<file path="src/rtl/key_entry_if.sv">
`default_nettype none
// ============================================================================
// Module   : key_entry_if
// Brief    : Key pin in, digit/value/commit/hold out for the key entry block.
// Revision : 1.0
// ============================================================================
interface key_entry_if;
   logic       n_key;
   logic [3:0] digit;
   logic [3:0] value;
   logic       commit;
   logic       hold;

   modport master (output n_key, input digit, value, commit, hold);
   modport slave  (input n_key, output digit, value, commit, hold);
endinterface
`default_nettype wire

</file>
<file path="src/rtl/key_entry.sv">
`default_nettype none
// ============================================================================
// Module   : key_entry
// Brief    : Debounced single-button digit entry; short press steps, long commits.
// Revision : 1.0
// ============================================================================
module key_entry #(
   parameter int DEB_CYC  = 500000,
   parameter int LONG_CYC = 50000000,
   parameter int MAXV     = 9
) (
   input  wire logic  clk,
   input  wire logic  rst_n,
   key_entry_if.slave key_if
);
   localparam int DB_W  = (DEB_CYC  > 1) ? $clog2(DEB_CYC)  : 1;
   localparam int DUR_W = (LONG_CYC > 1) ? $clog2(LONG_CYC) : 1;
   localparam logic [DB_W-1:0]  C_DB_MAX  = DB_W'(DEB_CYC - 1);
   localparam logic [DUR_W-1:0] C_DUR_MAX = DUR_W'(LONG_CYC - 1);
   localparam logic [3:0]       C_MAXV    = 4'(MAXV);

   typedef enum logic [1:0] {
      S_IDLE  = 2'd0,
      S_PRESS = 2'd1,
      S_LONG  = 2'd2
   } state_t;

   logic [1:0]       sync_q,    sync_d;
   logic             deb_q,     deb_d;
   logic [DB_W-1:0]  cnt_db_q,  cnt_db_d;
   state_t           state_q,   state_d;
   logic [DUR_W-1:0] cnt_dur_q, cnt_dur_d;
   logic [3:0]       digit_q,   digit_d;
   logic [3:0]       value_q,   value_d;
   logic             commit_q,  commit_d;
   logic             hold_q,    hold_d;
   logic             key_s;

   assign key_s = sync_q[1];

   // Key is inverted on entry so that 1 means pressed throughout.
   always_comb begin
      sync_d   = {sync_q[0], ~key_if.n_key};
      deb_d    = deb_q;
      cnt_db_d = '0;
      if (key_s != deb_q) begin
         if (cnt_db_q == C_DB_MAX) begin
            deb_d = ~deb_q;
         end else begin
            cnt_db_d = cnt_db_q + 1'b1;
         end
      end
   end

   // A falling deb is checked before the duration limit so a tie is a short press.
   always_comb begin
      state_d   = state_q;
      cnt_dur_d = cnt_dur_q;
      digit_d   = digit_q;
      value_d   = value_q;
      commit_d  = 1'b0;
      hold_d    = hold_q;
      case (state_q)
         S_IDLE: begin
            if (deb_q) begin
               state_d   = S_PRESS;
               cnt_dur_d = '0;
            end
         end
         S_PRESS: begin
            if (!deb_q) begin
               digit_d = (digit_q == C_MAXV) ? 4'd0 : digit_q + 4'd1;
               state_d = S_IDLE;
            end else if (cnt_dur_q == C_DUR_MAX) begin
               value_d  = digit_q;
               commit_d = 1'b1;
               digit_d  = 4'd0;
               hold_d   = 1'b1;
               state_d  = S_LONG;
            end else begin
               cnt_dur_d = cnt_dur_q + 1'b1;
            end
         end
         S_LONG: begin
            if (!deb_q) begin
               hold_d  = 1'b0;
               state_d = S_IDLE;
            end
         end
         default: state_d = S_IDLE;
      endcase
   end

   always_ff @(posedge clk or negedge rst_n) begin
      if (!rst_n) begin
         sync_q    <= '0;
         deb_q     <= 1'b0;
         cnt_db_q  <= '0;
         state_q   <= S_IDLE;
         cnt_dur_q <= '0;
         digit_q   <= 4'd0;
         value_q   <= 4'd0;
         commit_q  <= 1'b0;
         hold_q    <= 1'b0;
      end else begin
         sync_q    <= sync_d;
         deb_q     <= deb_d;
         cnt_db_q  <= cnt_db_d;
         state_q   <= state_d;
         cnt_dur_q <= cnt_dur_d;
         digit_q   <= digit_d;
         value_q   <= value_d;
         commit_q  <= commit_d;
         hold_q    <= hold_d;
      end
   end

   assign key_if.digit  = digit_q;
   assign key_if.value  = value_q;
   assign key_if.commit = commit_q;
   assign key_if.hold   = hold_q;
endmodule
`default_nettype wire

</file>
<file path="src/flat_wrapper.sv">
// flat-port wrapper written by rule: the top's interface ports become plain ports
module key_entry_flat 
#(
   parameter int DEB_CYC  = 500000,
   parameter int LONG_CYC = 50000000,
   parameter int MAXV     = 9
)
  (clk, rst_n, key_if_n_key, key_if_digit, key_if_value, key_if_commit, key_if_hold);
  key_entry_if key_if_i ();
  input  wire logic clk;
  input  wire logic rst_n;
  input wire logic [$bits(key_if_i.n_key)-1:0] key_if_n_key;
  output wire logic [$bits(key_if_i.digit)-1:0] key_if_digit;
  output wire logic [$bits(key_if_i.value)-1:0] key_if_value;
  output wire logic [$bits(key_if_i.commit)-1:0] key_if_commit;
  output wire logic [$bits(key_if_i.hold)-1:0] key_if_hold;
  assign key_if_i.n_key = key_if_n_key;
  assign key_if_digit = key_if_i.digit;
  assign key_if_value = key_if_i.value;
  assign key_if_commit = key_if_i.commit;
  assign key_if_hold = key_if_i.hold;
  key_entry #(.DEB_CYC(DEB_CYC), .LONG_CYC(LONG_CYC), .MAXV(MAXV)) u_core (.clk(clk), .rst_n(rst_n), .key_if(key_if_i));
endmodule
</file>
<file path="config.mk">
export PLATFORM = sky130hd
export DESIGN_NAME = key_entry_flat
export DESIGN_NICKNAME = d
export VERILOG_FILES = /design/src/rtl/key_entry_if.sv /design/src/rtl/key_entry.sv /design/src/flat_wrapper.sv
export SDC_FILE = /design/constraint.sdc
export NUM_CORES = 1
export LEC_CHECK = 0
export CAP_MARGIN = 30
export CORE_MARGIN = 5
export CORE_UTILIZATION = 38
export CTS_CLUSTER_DIAMETER = 120
export CTS_CLUSTER_SIZE = 28
export DETAILED_ROUTE_END_ITERATION = 7
export SYNTH_ARGS = -nofsm -noshare
export SYNTH_HDL_FRONTEND = slang
export SYNTH_SLANG_ARGS = --single-unit
</file>
<file path="constraint.sdc">
create_clock -name clk -period 3.1 [get_ports clk]
set_input_delay 0.31 -clock clk [delete_from_list [all_inputs] [get_ports clk]]
set_output_delay 0.31 -clock clk [all_outputs]
set_load 0.01 [all_outputs]
</file>
Word-level counts from Yosys, hierarchy flattened
Index checks and enable logic that the tools add are counted.
{ "totals": {"register_bits": 60, "latchBits": 0, "mem_bits_rw": 0, "mem_bits_ro": 0, "inputBits": 3, "out_inout_bits": 10, "elab_cells": 57, "n_memories": 0} }
{ "op_classes": {"add_sub_neg": 3, "multipliers": 0, "div": 0, "n_lt_le_gt_ge": 0, "eq_ne": 13, "shifts": 0, "mux": 21, "n_bitwise": 2, "n_reduce_logical": 9} }
{ "op_table": {"columns": ["cell", "count"], "rows": [
  ["$mux W26", 3],
  ["$pmux W26 S2", 1],
  ["$mux W19", 2],
  ["$add A26 B1 Y26 const B", 1],
  ["$eq A26 B26 Y1 const B", 1],
  ["$add A19 B1 Y19 const B", 1],
  ["$eq A19 B19 Y1 const B", 1],
  ["$mux W4", 3],
  ["$mux W2", 4],
  ["$reduce_and A4 Y1", 2],
  ["$mux W1", 6],
  ["$ne A2 B1 Y1 const B", 3],
  ["$ne A2 B2 Y1 const B", 3],
  ["$pmux W2 S3", 1],
  ["$reduce_and A3 Y1", 2],
  ["$add A4 B1 Y4 const B", 1],
  ["$eq A4 B4 Y1 const B", 1],
  ["$reduce_and A2 Y1", 2],
  ["$reduce_bool A2 Y1", 2],
  ["$ne A3 B3 Y1 const B", 1],
  ["$eq A2 B1 Y1 const B", 1],
  ["$eq A2 B2 Y1 const B", 1],
  ["$logic_not A2 Y1", 1],
  ["$not A1 Y1", 2],
  ["2 further kinds", 2]
]} }

Depth between registers and ports, before layout
Gate-level depths: netlist (run 1).
{ "depth": {"word_depth": 4, "ltp_mapped": 7, "ltp_nobuf": 6} }

Worst setup path after synthesis (run 1)
Ideal clock, no wire load.
{ "synth_timing": {"path_kind": "register -> register", "from": "reg u_core.cnt_dur_q[1]", "to": "reg u_core.value_q[1] (netlist: u_core.key_if.value[1])", "setup_time_ns": 0.125, "arrival_ns": 1.845, "required_ns": 2.975, "path_slack_ns": 1.130, "stages_incl_launch_ff": 8, "n_path_buf": 1, "synth_period_minus_slack_ns": 1.970, "cell_sequence": "dfrtp_1 ha_1 nand2_1 or2_4 nor4_4 buf_6 nand3_4 mux2_4"} }
{ "synth_between": {"elab_chain_len": 2} }
{ "synth_lines": {"columns": ["item", "line", "text"], "rows": [
  ["from (decl)", "key_entry.sv:32", "logic [DUR_W-1:0] cnt_dur_q, cnt_dur_d;"],
  ["from (signal assigned)", "key_entry.sv:110", "cnt_dur_q <= cnt_dur_d;"],
  ["$eq A26 B26 Y1", "key_entry.sv:74", "end else if (cnt_dur_q == C_DUR_MAX) begin"],
  ["$reduce_and A3 Y1 (no line)", null, null],
  ["to (signal assigned)", "key_entry.sv:112", "value_q <= value_d;"],
  ["to (decl)", "key_entry.sv:34", "logic [3:0] value_q, value_d;"]
]} }
Every way passes these cells.
A chain may end at the register's enable or synchronous reset.

Worst setup path after layout (run 1)
{ "layout_timing": {"from": "reg u_core.cnt_dur_q[1]", "to": "reg u_core.value_q[3] (netlist: u_core.key_if.value[3])"} }
The elaborated chain is that of the path after synthesis.

==> results.tsv, run 1 <==
metric	value	unit
result of the run	complete, no violations	
max-cap viol count	0	
routed length per placed instance	14.5	um
#FFs+latches synth	60	
Avg Synthesized Cell Area	9.61	um2
most used flip-flop cell after synthesis	dfrtp_1	
number of diodes added for antenna fixing	0	
wire length of the first global-routing pass	11800	um
setup repair after global routing missed its margin	false	
Worst Min Path Start	u_core.sync_q[0]	
leakage power	1.56	nW
CP Class	reg2reg	
total clock buffers created by CTS	9	
post-synthesis cell count	331	
global-route congestion overflow total	0	
post_cts resized	0	
final-layout fill cell count	760	
Via density	5.34	
warning count from the yosys run	0	
number of ports placed on the die boundary	13	
Worst Setup SP	u_core.cnt_dur_q[1]	
number of global-route vias before repair	2489	
CTS Sinks	60	
horizontal extent of the die	101	um
data required time of the critical path	3.32	ns
hold crit path type	reg2reg	
clock latency on the worst-skew pair	0.34	ns
standard-cell rows	33	
Tcrit/Tclk final	0.696	
Pwr Density	420	nW/um2
Final setup violation count	0	
Die Ht	101	um
H-tree depth reported by CTS	3	
root buffer selected by CTS	clkbuf_8	
Slew @ Worst Pin	0.705	ns
portion of the post-synthesis area used by sequential elements	0.472	
start of the worst register-to-register path	u_core.cnt_dur_q[1]	
worst relative slew slack	0.527	
Final nets	357	
Vias	2457	
number of iterations in the first detailed-routing pass	4	
post-route antenna net violation count	0	
clock tree from TritonCTS	built	
largest net degree at the start of global routing	29	
count of unique library cells instantiated by Yosys	53	
instance count after placement with tap cells included	443	
multi-input combinational cell area	1580	um2
minimum period implied by the final worst setup slack	2.16	ns
number of antenna violations at the first check in global routing	0	
weighted congestion at the end of routability-driven global placement	0.781	
buffer levels on the longest clock path	2	
hold_buf cts	1	
number of max-slew violations in the final report	0	
post-DP HPWL	4480	um
number of hold-slack violations in the final timing report	0	
count of non-filler cells in the finished layout	460	
critical path capture point type	register	
fraction of registers with async set/reset	1.00	
Starting Density	0.389	
fraction of final layout cells with drive strength greater than 1	0.115	
maximum resistive drop on vdd	0.000183	V
violation count after the first detailed-route iteration	144	
floorplan core area	8180	um2
overall die area	10300	um2
number of nets in the synthesized netlist	338	
register clock-pin slew on the reported worst setup and hold paths	0.08	ns
top achievable clock speed	463	MHz
startpoint types	register	
clock skew	0.0163	ns
area used by sequential logic in the layout	1500	um2
layout overhead on the synthesized area	14.1	%
Setup Fix Bufs, Post-CTS	0	
CP Max Fanout	13	
buffers added on ports	12	
number of enable-type register cells in the synthesized netlist	0	
count of unresolved DRC violations after routing	0	
Synth Cell Area	3180	um2
Final Routed Wirelength	6670	um
Arrival @ worst endpoint	2.38	ns
setup TNS	0	ns
Overall Global Routing Usage	0.144	
area by class of cell:
cell class                      count  area share
Multi-Input combinational cell    249       0.435
Sequential cell                    60       0.414
Timing Repair Buffer               19      0.0503
Tap cell                          105      0.0362
Clock buffer                       10      0.0352
Clock inverter                      6      0.0179
Inverter                           11      0.0114
critical path, stage by stage, from the launching register on:
cell     delay [ns]
dfrtp_1        0.43
ha_1           0.24
nand2_1        0.13
or2_4          0.28
nor4_4         0.26
buf_4          0.24
nand3_4        0.14
mux2_4         0.33
power by group:
part | internal [W] | switching (W)
Combinational | 0.00000975 | 0.0000231
Clock | 0.000371 | 0.000328
Sequential | 0.000787 | 0.00000383
Total | 0.00117 | 0.000355
registers in the layout (all words and copies together), names as in the netlist:
name / count
u_core.key_if.hold: 1
u_core.key_if.value: 4
u_core.key_if.commit: 1
u_core.sync_q: 2
u_core.deb_q: 1
u_core.cnt_db_q: 19
u_core.key_if.digit: 4
u_core.state_q: 2
u_core.cnt_dur_q: 26
cell families after synthesis:
logic type | share of synthesized area
compound gates | 0.0952
xor+xnor | 0.0578
fa+ha+maj | 0.0157
buf+inv | 0.0315
flops | 0.472
mux | 0.0409
simple gates | 0.287
synthesized netlist by cell type, types with 2 or more instances:
| master | instances | area share |
|---|---|---|
| a21oi_1 | 7 | 0.011 |
| nand2b_1 | 3 | 0.0059 |
| or4_1 | 4 | 0.0094 |
| o211a_1 | 2 | 0.0063 |
| nand2_1 | 40 | 0.047 |
| mux2_4 | 4 | 0.019 |
| a211oi_1 | 2 | 0.0047 |
| clkbuf_1 | 6 | 0.0071 |
| nand3_1 | 23 | 0.036 |
| o221ai_1 | 2 | 0.0055 |
| nand4_1 | 14 | 0.028 |
| ha_1 | 4 | 0.016 |
| o211ai_1 | 3 | 0.0071 |
| mux2i_1 | 7 | 0.022 |
| xnor2_1 | 7 | 0.019 |
| a211o_1 | 3 | 0.0083 |
| nand4b_1 | 2 | 0.0055 |
| o22ai_1 | 4 | 0.0079 |
| or3_1 | 4 | 0.0079 |
| or2_2 | 2 | 0.0039 |
| xor2_1 | 14 | 0.039 |
| buf_6 | 2 | 0.0071 |
| nor2b_1 | 2 | 0.0039 |
| nor2_1 | 40 | 0.047 |
| and4_4 | 2 | 0.0071 |
| nor4_1 | 6 | 0.012 |
| buf_2 | 2 | 0.0031 |
| nor3_1 | 8 | 0.013 |
| nand3_4 | 2 | 0.011 |
| dfrtp_1 | 60 | 0.47 |
| inv_1 | 11 | 0.013 |
| o311ai_0 | 4 | 0.011 |
| and4_1 | 2 | 0.0055 |
| o21ai_0 | 8 | 0.013 |
| a31oi_1 | 2 | 0.0039 |
| and3_1 | 6 | 0.012 |
stage by stage:
| step | cell area (um2) | worst slack, ns | power, W | hold WS [ns] | util |
|---|---|---|---|---|---|
| final | 3630 | 0.941 | 0.00152 | 0.361 | 0.444 |
| after global routing | 3630 | 0.687 | 0.00158 | 0.384 | 0.444 |
| after CTS | 3630 | 0.925 | 0.00154 | 0.369 | 0.444 |
| after detailed placement | 3430 | 0.945 | 0.000839 | 0.279 | 0.419 |
| after global placement | 3410 | 0.960 | 0.000836 | 0.346 | 0.417 |
| after floorplan | 3180 | 1.13 | 0.000815 | 0.0144 | - |
worst paths after layout:
kind,end,slack [ns],cells past startpoint
min,u_core.sync_q[1],0.36,0
max in group asynchronous,u_core.cnt_db_q[16],1.87,4
max,u_core.key_if.value[3],0.94,7
min reg2reg,u_core.sync_q[1],0.36,0
min in group asynchronous,u_core.cnt_dur_q[22],0.45,2
max reg2reg,u_core.key_if.value[3],0.94,7
layout by cell type, fill, tap and decap left out, types with 3 or more instances in the layout:
master and instances:
a211o_1 3, a21oi_1 7, and3_1 6, buf_4 5
clkbuf_8 9, clkdlybuf4s50_1 11, dfrtp_1 60, ha_1 4
inv_1 11, mux2_4 4, mux2i_1 7, nand2_1 40
nand2b_1 3, nand3_1 23, nand4_1 14, nor2_1 40
nor3_1 8, nor4_1 6, o211ai_1 3, o21ai_0 8
o22ai_1 4, o311ai_0 4, or3_1 4, or4_1 4
xnor2_1 7, xor2_1 14
layer usage:
metal / track usage / vias to the layer above / wire length [um]
met5: 0 / - / 0
met4: 0.0562 / 0 / 65
met3: 0.0331 / 5 / 205
met2: 0.216 / 33 / 3030
met1: 0.201 / 1180 / 3370
li1: - / 1239 / -
(Power assumes the default switching activity.)
==> run 2, diff against run 1 <==
==> constraint.sdc (replaced) <==
create_clock -name clk -period 2.2 [get_ports clk]
set_input_delay 0.22 -clock clk [delete_from_list [all_inputs] [get_ports clk]]
set_output_delay 0.22 -clock clk [all_outputs]
set_load 0.01 [all_outputs]
==> run 2 against run 1 <==
Via count rose by 2.1%; clock skew down 0.0079 ns; first-iteration DRC count is 18% lower; non-clock buffer count grew 9; combinational power up 35%; power increased by 35%; maximum frequency is 4.2% higher; design area rose by 1.4%; die area is the same; worst hold slack got worse by 0.0097 ns; critical path depth shrank 2; wire length decreased by 0.67%; critical path type unchanged; largest cell class unchanged; highest routed layer unchanged.
==> results.tsv, run 2 (synthesis results as in run 1) <==
metric	value	unit	change
CP Max Fanout	6		was 13
number of ports placed on the die boundary	13		unchanged
post-route antenna net violation count	0		unchanged
Final Routed Wirelength	6630	um	was 6670 um
largest net degree at the start of global routing	61		was 29
share of total power in combinational logic	0.022		about the same
instance count after placement with tap cells included	452		was 443
Worst Setup SP	u_core.cnt_dur_q[1]		unchanged
Slew @ Worst Pin	0.434	ns	was 0.705 ns
count of non-filler cells in the finished layout	468		was 460
minimum period implied by the final worst setup slack	2.07	ns	was 2.16 ns
largest registers ranked by flip-flop count	u_core.cnt_dur_q: 26 flops, u_core.cnt_db_q: 19 flops		unchanged
sequential power share	0.542		was 0.519
number of diodes added for antenna fixing	0		unchanged
critical path capture point type	register		unchanged
Overall Global Routing Usage	0.142		was 0.144
setup repair after global routing missed its margin	false		unchanged
number of hold-slack violations in the final timing report	0		unchanged
capture point of the worst reg-to-reg path	u_core.cnt_dur_q[14]		was u_core.key_if.value[3]
Final setup violation count	0		unchanged
Arrival @ worst endpoint	2.31	ns	was 2.38 ns
buffer levels on the longest clock path	2		unchanged
fraction of power consumed by the clock network	0.437		was 0.459
hold crit path type	in2reg		was reg2reg
commonest non-fill, non-tap cell in the layout	dfrtp_1		unchanged
root buffer selected by CTS	clkbuf_8		unchanged
clock tree from TritonCTS	built		unchanged
Via density	5.36		was 5.34
clock latency on the worst-skew pair	0.34	ns	about the same
result of the run	complete, no violations		unchanged
slack of the worst reg-to-reg path	0.13	ns	was 0.94 ns
WL met1	3230	um	was 3370 um
max-cap viol count	0		unchanged
setup TNS	0	ns	unchanged
CP Class	reg2reg		unchanged
top achievable clock speed	483	MHz	was 463 MHz
clock skew	0.00842	ns	was 0.0163 ns
Post-Route Utilization	0.450		was 0.444
start of the worst register-to-register path	u_core.cnt_dur_q[1]		unchanged
fraction of final layout cells with drive strength greater than 1	0.138		was 0.115
post-DP HPWL	4550	um	was 4480 um
Setup Fix Bufs, Post-CTS	0		unchanged
weighted congestion at the end of routability-driven global placement	0.826		was 0.781
startpoint types	register		unchanged
largest reg by FF count	u_core.cnt_dur_q		unchanged
switching power share of the total	0.231		was 0.233
highest metal layer with signal wires	met4		unchanged
floorplan core area	8180	um2	unchanged
wire length of the first global-routing pass	11600	um	was 11,800 um
data required time of the critical path	2.44	ns	was 3.32 ns
leakage power	1.60	nW	was 1.56 nW
highest-count cells in the layout ignoring fill and taps	dfrtp_1 (60), nor2_1 (40), nand2_1 (40)		unchanged
Pwr Density	559	nW/um2	was 420 nW/um2
Vias	2508		was 2,457
standard-cell rows	33		unchanged
layout overhead on the synthesized area	15.7	%	was 14.1%
worst relative slew slack	0.710		was 0.527
number of antenna violations at the first check in global routing	0		unchanged
total clock buffers created by CTS	9		unchanged
amount of wire on met3 after detailed routing	281	um	was 205 um
Starting Density	0.389		unchanged
Final nets	366		was 357
count of unresolved DRC violations after routing	0		unchanged
Die Ht	101	um	unchanged
flip-flop count of the largest register after layout	26		unchanged
number of max-slew violations in the final report	0		unchanged
switching power	0.000476	W	was 0.000355 W
Hold Worst Slack	0.352	ns	was 0.361 ns
internal power summed over all cells	0.00158	W	was 0.00117 W
CTS Sinks	60		unchanged
maximum resistive drop on vdd	0.000312	V	was 0.000183 V
horizontal extent of the die	101	um	unchanged
number of iterations in the first detailed-routing pass	4		unchanged
global-route congestion overflow total	0		unchanged
violation count after the first detailed-route iteration	118		was 144
metal2 WL	2990	um	was 3030 um
H-tree depth reported by CTS	3		unchanged
CP Capture Point	u_core.cnt_dur_q[14]		was u_core.key_if.value[3]
register clock-pin slew on the reported worst setup and hold paths	0.07	ns	was 0.08 ns
cells on worst reg2reg path	5		was 7
Tcrit/Tclk final	0.942		was 0.696
number of global-route vias before repair	2468		was 2,489
overall die area	10300	um2	unchanged
routed length per placed instance	14.2	um	was 14.5 um
buffers added on ports	12		unchanged
## run 2: layer usage
layer,vias up,GRT usage
met3,14,0.0344
met5,-,0
met1,1203,0.189
li1,1252,-
met2,39,0.223
met4,0,0.0552
## run 2: worst min path at each step
stage	from	end	slack [ns]	cells after the start
floorplan	rst_n	u_core.cnt_db_q[0]	-0.08	0
global placement	rst_n	u_core.cnt_dur_q[11]	0.26	2
detailed placement	rst_n	u_core.cnt_dur_q[24]	0.26	2
CTS	key_if_n_key	u_core.sync_q[0]	0.34	2
global route	key_if_n_key	u_core.sync_q[0]	0.35	2
finish	key_if_n_key	u_core.sync_q[0]	0.35	2
## run 2: area by class of cell
class,count,area (um2)
tap,105,131
sequential,60,1500
multi-input combinational,249,1580
fill,770,4500
timing repair buffer,28,250
clock inverter,4,25.0
clock buffer,11,151
inverter,11,41.3
## run 2: power by group through the flow
| stage | sequential [W] | clock (W) | combinational [W] |
|---|---|---|---|
| 6_report | 0.00111 | 0.000899 | 0.0000443 |
| 5_1_grt | 0.00111 | 0.000958 | 0.0000530 |
| 4_1_cts | 0.00111 | 0.000921 | 0.0000473 |
| 3_5_place_dp | 0.00114 | 0 | 0.0000457 |
| 3_3_place_gp | 0.00114 | 0 | 0.0000455 |
| 2_1_floorplan | 0.00113 | 0 | 0.0000142 |
## run 2: worst max-delay path, stage by stage, from the launching register on
cell and delay (ns):
dfrtp_1 0.43, ha_1 0.26, nand2_1 0.13, or4_4 0.56, or3_1 0.33, o311ai_1 0.26
## run 2: per-stage QoR
stage               instance area, um2  worst slack [ns]  total power, W
detailed placement                3490             0.151         0.00118
global placement                  3490             0.215         0.00118
global route                      3680            0.0179         0.00213
floorplan                         3180             0.230         0.00115
finish                            3680             0.128         0.00206
CTS                               3680             0.135         0.00208
## run 2: what timing repair did
item                                    4_1_cts  5_1_grt
endpoints found under the setup margin        0        0
hold endpoints to repair                     60        0
hold buffers                                  1        0
gates resized for setup                       0        0
==> variant 1 (settings of run 2) <==
`DEB_CYC` is set to 500000 in 2 places; all go to 250000.
--- a/src/rtl/key_entry.sv
+++ b/src/rtl/key_entry.sv
@@ -6,5 +6,5 @@
 // ============================================================================
 module key_entry #(
-   parameter int DEB_CYC  = 500000,
+   parameter int DEB_CYC  = 250000,
    parameter int LONG_CYC = 50000000,
    parameter int MAXV     = 9
--- a/src/flat_wrapper.sv
+++ b/src/flat_wrapper.sv
@@ -2,5 +2,5 @@
 module key_entry_flat 
 #(
-   parameter int DEB_CYC  = 500000,
+   parameter int DEB_CYC  = 250000,
    parameter int LONG_CYC = 50000000,
    parameter int MAXV     = 9
Function: no difference found for any inputs over 10 cycles, from zero or initial values and one cycle with rst_n low; that may be too few to reach the edited logic, so the function may still have changed.
==> variant 1 against run 2 <==
  * The flow now finishes with violations (setup timing)
  * Die area decreased by 5.7%
  * Final area decreased by 1.4%
  * Setup slack got worse by 0.13 ns
  * Wire length decreased by 2.8%
  * Sequential cell count decreased by 1
  * Synthesized cell count decreased by 7.6%
  * Area after synthesis decreased by 6.4%
  * Hold slack improved by 0.0012 ns
  * Clock skew increased by 0.00054 ns
  * Total power decreased by 3.0%
==> variant 1: results (changes against run 2) <==
** STA
- Worst relative slew slack :: 0.623 (-0.0865)
- Skew final :: 0.00896 ns (+0.000545 ns)
- Final Setup Violations :: 1 (+1)
- The final critical-path setup slack was -0.00250 ns (-0.131 ns).

** Global routing
- Via count of the first global-routing pass :: 2352 (-4.7%)
- The number of antenna violations at the first check in global routing came to 0 (unchanged).
- The largest net degree at the start of global routing is 38 (-38%).
- The global-route wire length before repair was 11.4 mm (-2.4%).
- All-Layer GR Usage :: 0.145 (+0.00265)

** CTS
- The number of H-tree levels came to 3 (unchanged).
- The total CTS buffers is 9 (unchanged).
- Clock insertion delay at the later pin of the skew report :: 0.34 ns (about the same)
- The post-CTS clock slew at the launch and capture registers of the worst setup and hold paths was 0.07 ns (about the same).
- Clock tree synthesis selected as its root buffer the cell clkbuf_8.
- Maximum number of buffers from clock root to sink :: 2 (unchanged)

** Detailed routing
- The routed via count divided by cell count is 5.15 (-3.8%).
- The final routed wire length divided by cell count was 14.1 um (-0.23%).
- Initial DRC Count :: 79 (-33%)

** Critical path
- Cell class contributing the biggest share of worst-path delay :: simple AND/OR/NAND/NOR gates
- On the critical path, the stage with the largest delay is an instance of or4_4.
- Largest incremental delay on the critical path :: 0.56 ns (about the same)
- CP Max Fanout :: 4 (-2)
- Worst reg2reg endpoint :: u_core.key_if.digit[0]$_DFFE_PN0P_
- In this run the worst setup path begins at u_core.cnt_dur_q[11]$_DFFE_PN0P_.
- Number of cell instances on the worst register-to-register path :: 5 (unchanged)
- The arrival time reported for the critical path endpoint came to 2.42 ns (+0.11 ns).

** Synth
- Sequential share of the synthesized area :: 0.496 (+0.0237)
- Largest cells by area after synthesis :: dfrtp_1, nor2_1, xor2_1, nand3_1, nand4_1
- The net count after synthesis is 313 (-7.4%).
- The async set or reset register ratio after synthesis is 1.00 (unchanged).
- Top cells by instance count after synthesis :: dfrtp_1, nor2_1, nand2_1
- Number of distinct standard cells referenced by the synthesized netlist :: 45 (-15%)

** Finish
- The proportion of layout cells with a drive suffix above 1 was 0.189 (+0.0515).
- Registers with the highest flip-flop counts :: u_core.cnt_dur_q: 26 flops, u_core.cnt_db_q: 18 flops
- The final-stage net count is 357 (-2.5%).

** Hold path
- Min-Delay Startpoint :: u_core.sync_q[0]$_DFF_PN0_
- The tightest min-delay check is of the flop to flop type.
- Hold Crit Depth :: 0 (-2)

** Power and ir drop
- The switching power was 0.466 mW (-2.2%).
- Largest vdd supply drop :: 411 uV (+32%)
- The static power due to leakage is 1.58 nW (-1.5%).

** Place
- Post-place instance area :: 0.00343 sq mm (-1.9%)
- The placed wire-length estimate is 4.57 mm (+0.31%).
- The placer congestion estimate is 0.801 (-3.1%).

** Outcome
- Status :: finished, violations left
- The checks that failed: setup timing.
variant 1: kinds of logic (layout without fill, tap and decap cells):
kind of cell | Yosys count | in the layout | share of synthesized area
fa+ha+maj | 4 | 4 | 0.0168
simple gates | 147 | 147 | 0.263
buf+inv | 21 | 69 | 0.0273
flops | 59 | 59 | 0.496
compound gates | 42 | 42 | 0.0916
mux | 9 | 9 | 0.0349
xor+xnor | 24 | 24 | 0.0706
variant 1: layout make-up:
class / count / area, sq um
fill: 741 / 4060
sequential: 59 / 1480
multi-input combinational: 226 / 1450
timing repair buffer: 45 / 378
clock buffer: 10 / 138
tap: 102 / 128
inverter: 9 / 33.8
clock inverter: 5 / 30.0
variant 1: worst min-delay path by stage:
stage                                            end  slack [ns]
detailed placement  u_core.cnt_dur_q[24]$_DFFE_PN0P_        0.24
global placement    u_core.cnt_dur_q[24]$_DFFE_PN0P_        0.24
floorplan               u_core.cnt_db_q[0]$_DFF_PN0_       -0.08
CTS                       u_core.sync_q[0]$_DFF_PN0_        0.35
finish                    u_core.sync_q[1]$_DFF_PN0_        0.35
global route              u_core.sync_q[0]$_DFF_PN0_        0.36
variant 1: worst register-to-register path, cell delays in order, from the launching register on:
cell and delay (ns):
dfrtp_1 0.37, nand4bb_1 0.18, or4_4 0.56, or4b_4 0.50
a21o_1 0.21, mux2_4 0.26
variant 1: stage by stage:
step / utilization / cells / TNS [ns] / setup WS, ns
6_report: 0.472 / 456 / -0.00250 / -0.00250
5_1_grt: 0.472 / 456 / -0.142 / -0.0961
4_1_cts: 0.470 / 455 / 0 / 0.00402
3_5_place_dp: 0.446 / 439 / -0.0324 / -0.0324
3_3_place_gp: 0.446 / 439 / -0.0195 / -0.0195
2_1_floorplan: - / 306 / -0.357 / -0.164
variant 1: per-layer routing:
metal | GRT usage | share of wire | wire length [um] | vias to the layer above
met4 | 0.0725 | 0.019 | 123 | 0
met3 | 0.0269 | 0.019 | 124 | 9
met1 | 0.203 | 0.52 | 3340 | 1134
met2 | 0.214 | 0.44 | 2850 | 26
met5 | 0 | 0 | 0 | -
li1 | - | - | - | 1181
variant 1: what timing repair did:
action,CTS,global route
buffers inserted,0,1
resized for setup,2,2
endpoints found under the hold margin,22,0
setup endpoints to repair,1,7
pin swaps,1,1
cloned,0,0
hold buffers,1,0
variant 1: power by group through the flow:
stage	sequential, mW	clock, mW	combinational [mW]
finish	1.10	0.857	0.0427
global route	1.10	0.930	0.0510
CTS	1.10	0.874	0.0456
detailed placement	1.12	0	0.0441
global placement	1.12	0	0.0435
floorplan	1.12	0	0.0128
==> variant 2 (config.mk and constraints of run 2) <==
Without the edit above. Reset style: synchronous (`rst_n`), changed in one clocked block.
--- a/src/rtl/key_entry.sv
+++ b/src/rtl/key_entry.sv
@@ -92,5 +92,5 @@
    end
 
-   always_ff @(posedge clk or negedge rst_n) begin
+   always_ff @(posedge clk) begin
       if (!rst_n) begin
          sync_q    <= '0;
Behaviour: no difference found for any inputs over 10 cycles, from zero or initial values and one cycle with rst_n low; that may be too few to reach the edited logic, so the function may still have changed.
==> variant 2 against run 2 <==
  * Via count down 4.2%
  * Setup slack gained 0.12 ns
  * Cell count shrank 2.1%
  * Wire length shrank 9.9%
  * Area after synthesis decreased by 11%
  * Global-route usage increased by 0.26 points
  * Utilization rose by 0.82 points
  * Die area down 10%
  * Sequential cell count unchanged
  * Final area decreased by 9.7%
  * Total power grew 2.9%
  * Largest cell class unchanged
==> variant 2: results (changes against run 2) <==
** Global routing
- Largest net degree at the start of global routing :: 24 (-61%)
- Met3 routing resource usage after global routing :: 0.0344 (about the same)
- Wire length of the first global-routing pass :: 10.5 mm (-9.6%)
- Routing usage on met1 :: 0.196 (+0.00676)
- All-Layer GR Usage :: 0.144 (+0.00256)

** Outcome
- The flow ran to the end, and the final reports show no timing, DRC or antenna violations.

** Finish
- The number of logic inverters in the finished layout was 8 (-3).
- Final cell area excluding filler cells :: 0.00332 sq mm (-9.7%)
- Clock buffer instance count of the final layout :: 9 (-2)
- The fraction of area in non-clock buffers was 0.0715 (+0.00351).
- Number of buffers outside the clock class in the layout :: 26 (-7.1%)
- Share of cells above drive strength 1 :: 0.117 (-0.0207)
- Multi-input logic area :: 0.00153 sq mm (-2.9%)
- Clock-cell share of area :: 0.0598 (+0.0119)

** Synth
- The async set or reset register ratio after synthesis was 0 (-1.00).
- Largest cells by area after synthesis :: dfxtp_1, xor2_1, nor2_1, nand4_1, nand3_1
- The average cell area after synthesis was 8.51 sq um (-11%).
- Sorting the synthesized cells by how often they occur yields dfxtp_1, nor2_1, nand2_1.
- The part of the Yosys area used for sequential elements was 0.426 (-0.0458).
- The post-synthesis mux area share was 0.0142 (-0.0267).
- Post-Synth XOR/XNOR Area :: 0.0870 (+0.0292)
- Synthesized-area fraction occupied by ao, oa, aoi and oai cells :: 0.0964 (+0.00116)

** Power and ir drop
- The combinational fraction of design power was 0.015 (-0.007).
- The internal power was 1.63 mW (+2.9%).
- Reported clock group power :: 0.998 mW (+11%)
- The maximum resistive drop on vdd is 252 uV (-19%).
- The combinational power is 0.0308 mW (-30%).

** Critical path
- In this run the critical register-to-register path is captured at u_core.key_if.digit[0]$_SDFFE_PN0P_.
- The largest individual stage delay along the critical path comes from the cell or4_1.
- The cell family contributing the most delay on the critical path is simple AND/OR/NAND/NOR gates.
- Beginning of the worst register-to-register path :: u_core.cnt_dur_q[9]$_SDFFE_PN0P_
- CP Max Fanout :: 5 (-1)

** Place
- Pre-CTS worst setup slack :: 0.243 ns (+0.0924 ns)
- DPL Wire Length :: 4.14 mm (-9.0%)
- The area after detailed placement came to 0.00313 sq mm (-11%).
- The placer congestion estimate came to 0.756 (-8.5%).

** STA
- Worst relative slew slack :: 0.576 (-0.134)
- The post-route clock skew is 0.00880 ns (+0.000387 ns).

** Hold path
- The worst hold path terminates at u_core.sync_q[0]$_SDFF_PN0_.

** Detailed routing
- Routed WL per cell :: 13.0 um (-8.0%)
- The DRC marker count from the first detailed-route iteration came to 178 (+51%).
- The total routed wirelength is 5.97 mm (-9.9%).
variant 2: cell types whose count changed after synthesis, sizes merged, moves of 5 or more:
cell | run 2 | this run
a21oi | 7 | 12
dfrtp | 60 | 0
dfxtp | 0 | 60
nand2 | 40 | 25
nand3 | 26 | 20
nand3b | 0 | 5
nand4 | 14 | 19
o21ai | 8 | 19
o311ai | 5 | 0
or3 | 5 | 10
xor2 | 14 | 20
variant 2: how the worst max path moves through the flow:
stage / from / to / slack (ns) / cells after the start
after global placement: u_core.cnt_dur_q[9]$_SDFFE_PN0P_ / u_core.key_if.digit[3]$_SDFFE_PN0P_ / 0.26 / 5
after global routing: u_core.cnt_dur_q[16]$_SDFFE_PN0P_ / u_core.cnt_dur_q[1]$_SDFFE_PN0P_ / 0.06 / 7
after floorplan: u_core.cnt_dur_q[16]$_SDFFE_PN0P_ / u_core.key_if.digit[3]$_SDFFE_PN0P_ / 0.32 / 5
final: u_core.cnt_dur_q[9]$_SDFFE_PN0P_ / u_core.key_if.digit[0]$_SDFFE_PN0P_ / 0.24 / 5
after detailed placement: u_core.cnt_dur_q[9]$_SDFFE_PN0P_ / u_core.key_if.digit[0]$_SDFFE_PN0P_ / 0.24 / 5
after CTS: u_core.cnt_dur_q[9]$_SDFFE_PN0P_ / u_core.key_if.digit[0]$_SDFFE_PN0P_ / 0.23 / 5
variant 2: cell families (layout without fill, tap and decap cells):
kind of cell	after synthesis	after routing
and+or+nand+nor	167	167
DFF	60	60
AOI/OAI and AO/OA	46	46
xor gates and xnor gates	28	28
buffers and inverters	22	50
adders and majority gates	4	4
muxes	4	4
variant 2: per-layer routing:
metal | part of all wire | up-vias
met1 | 0.49 | 1120
met5 | 0 | -
met2 | 0.46 | 44
li1 | - | 1233
met4 | 0.0096 | 0
met3 | 0.037 | 5
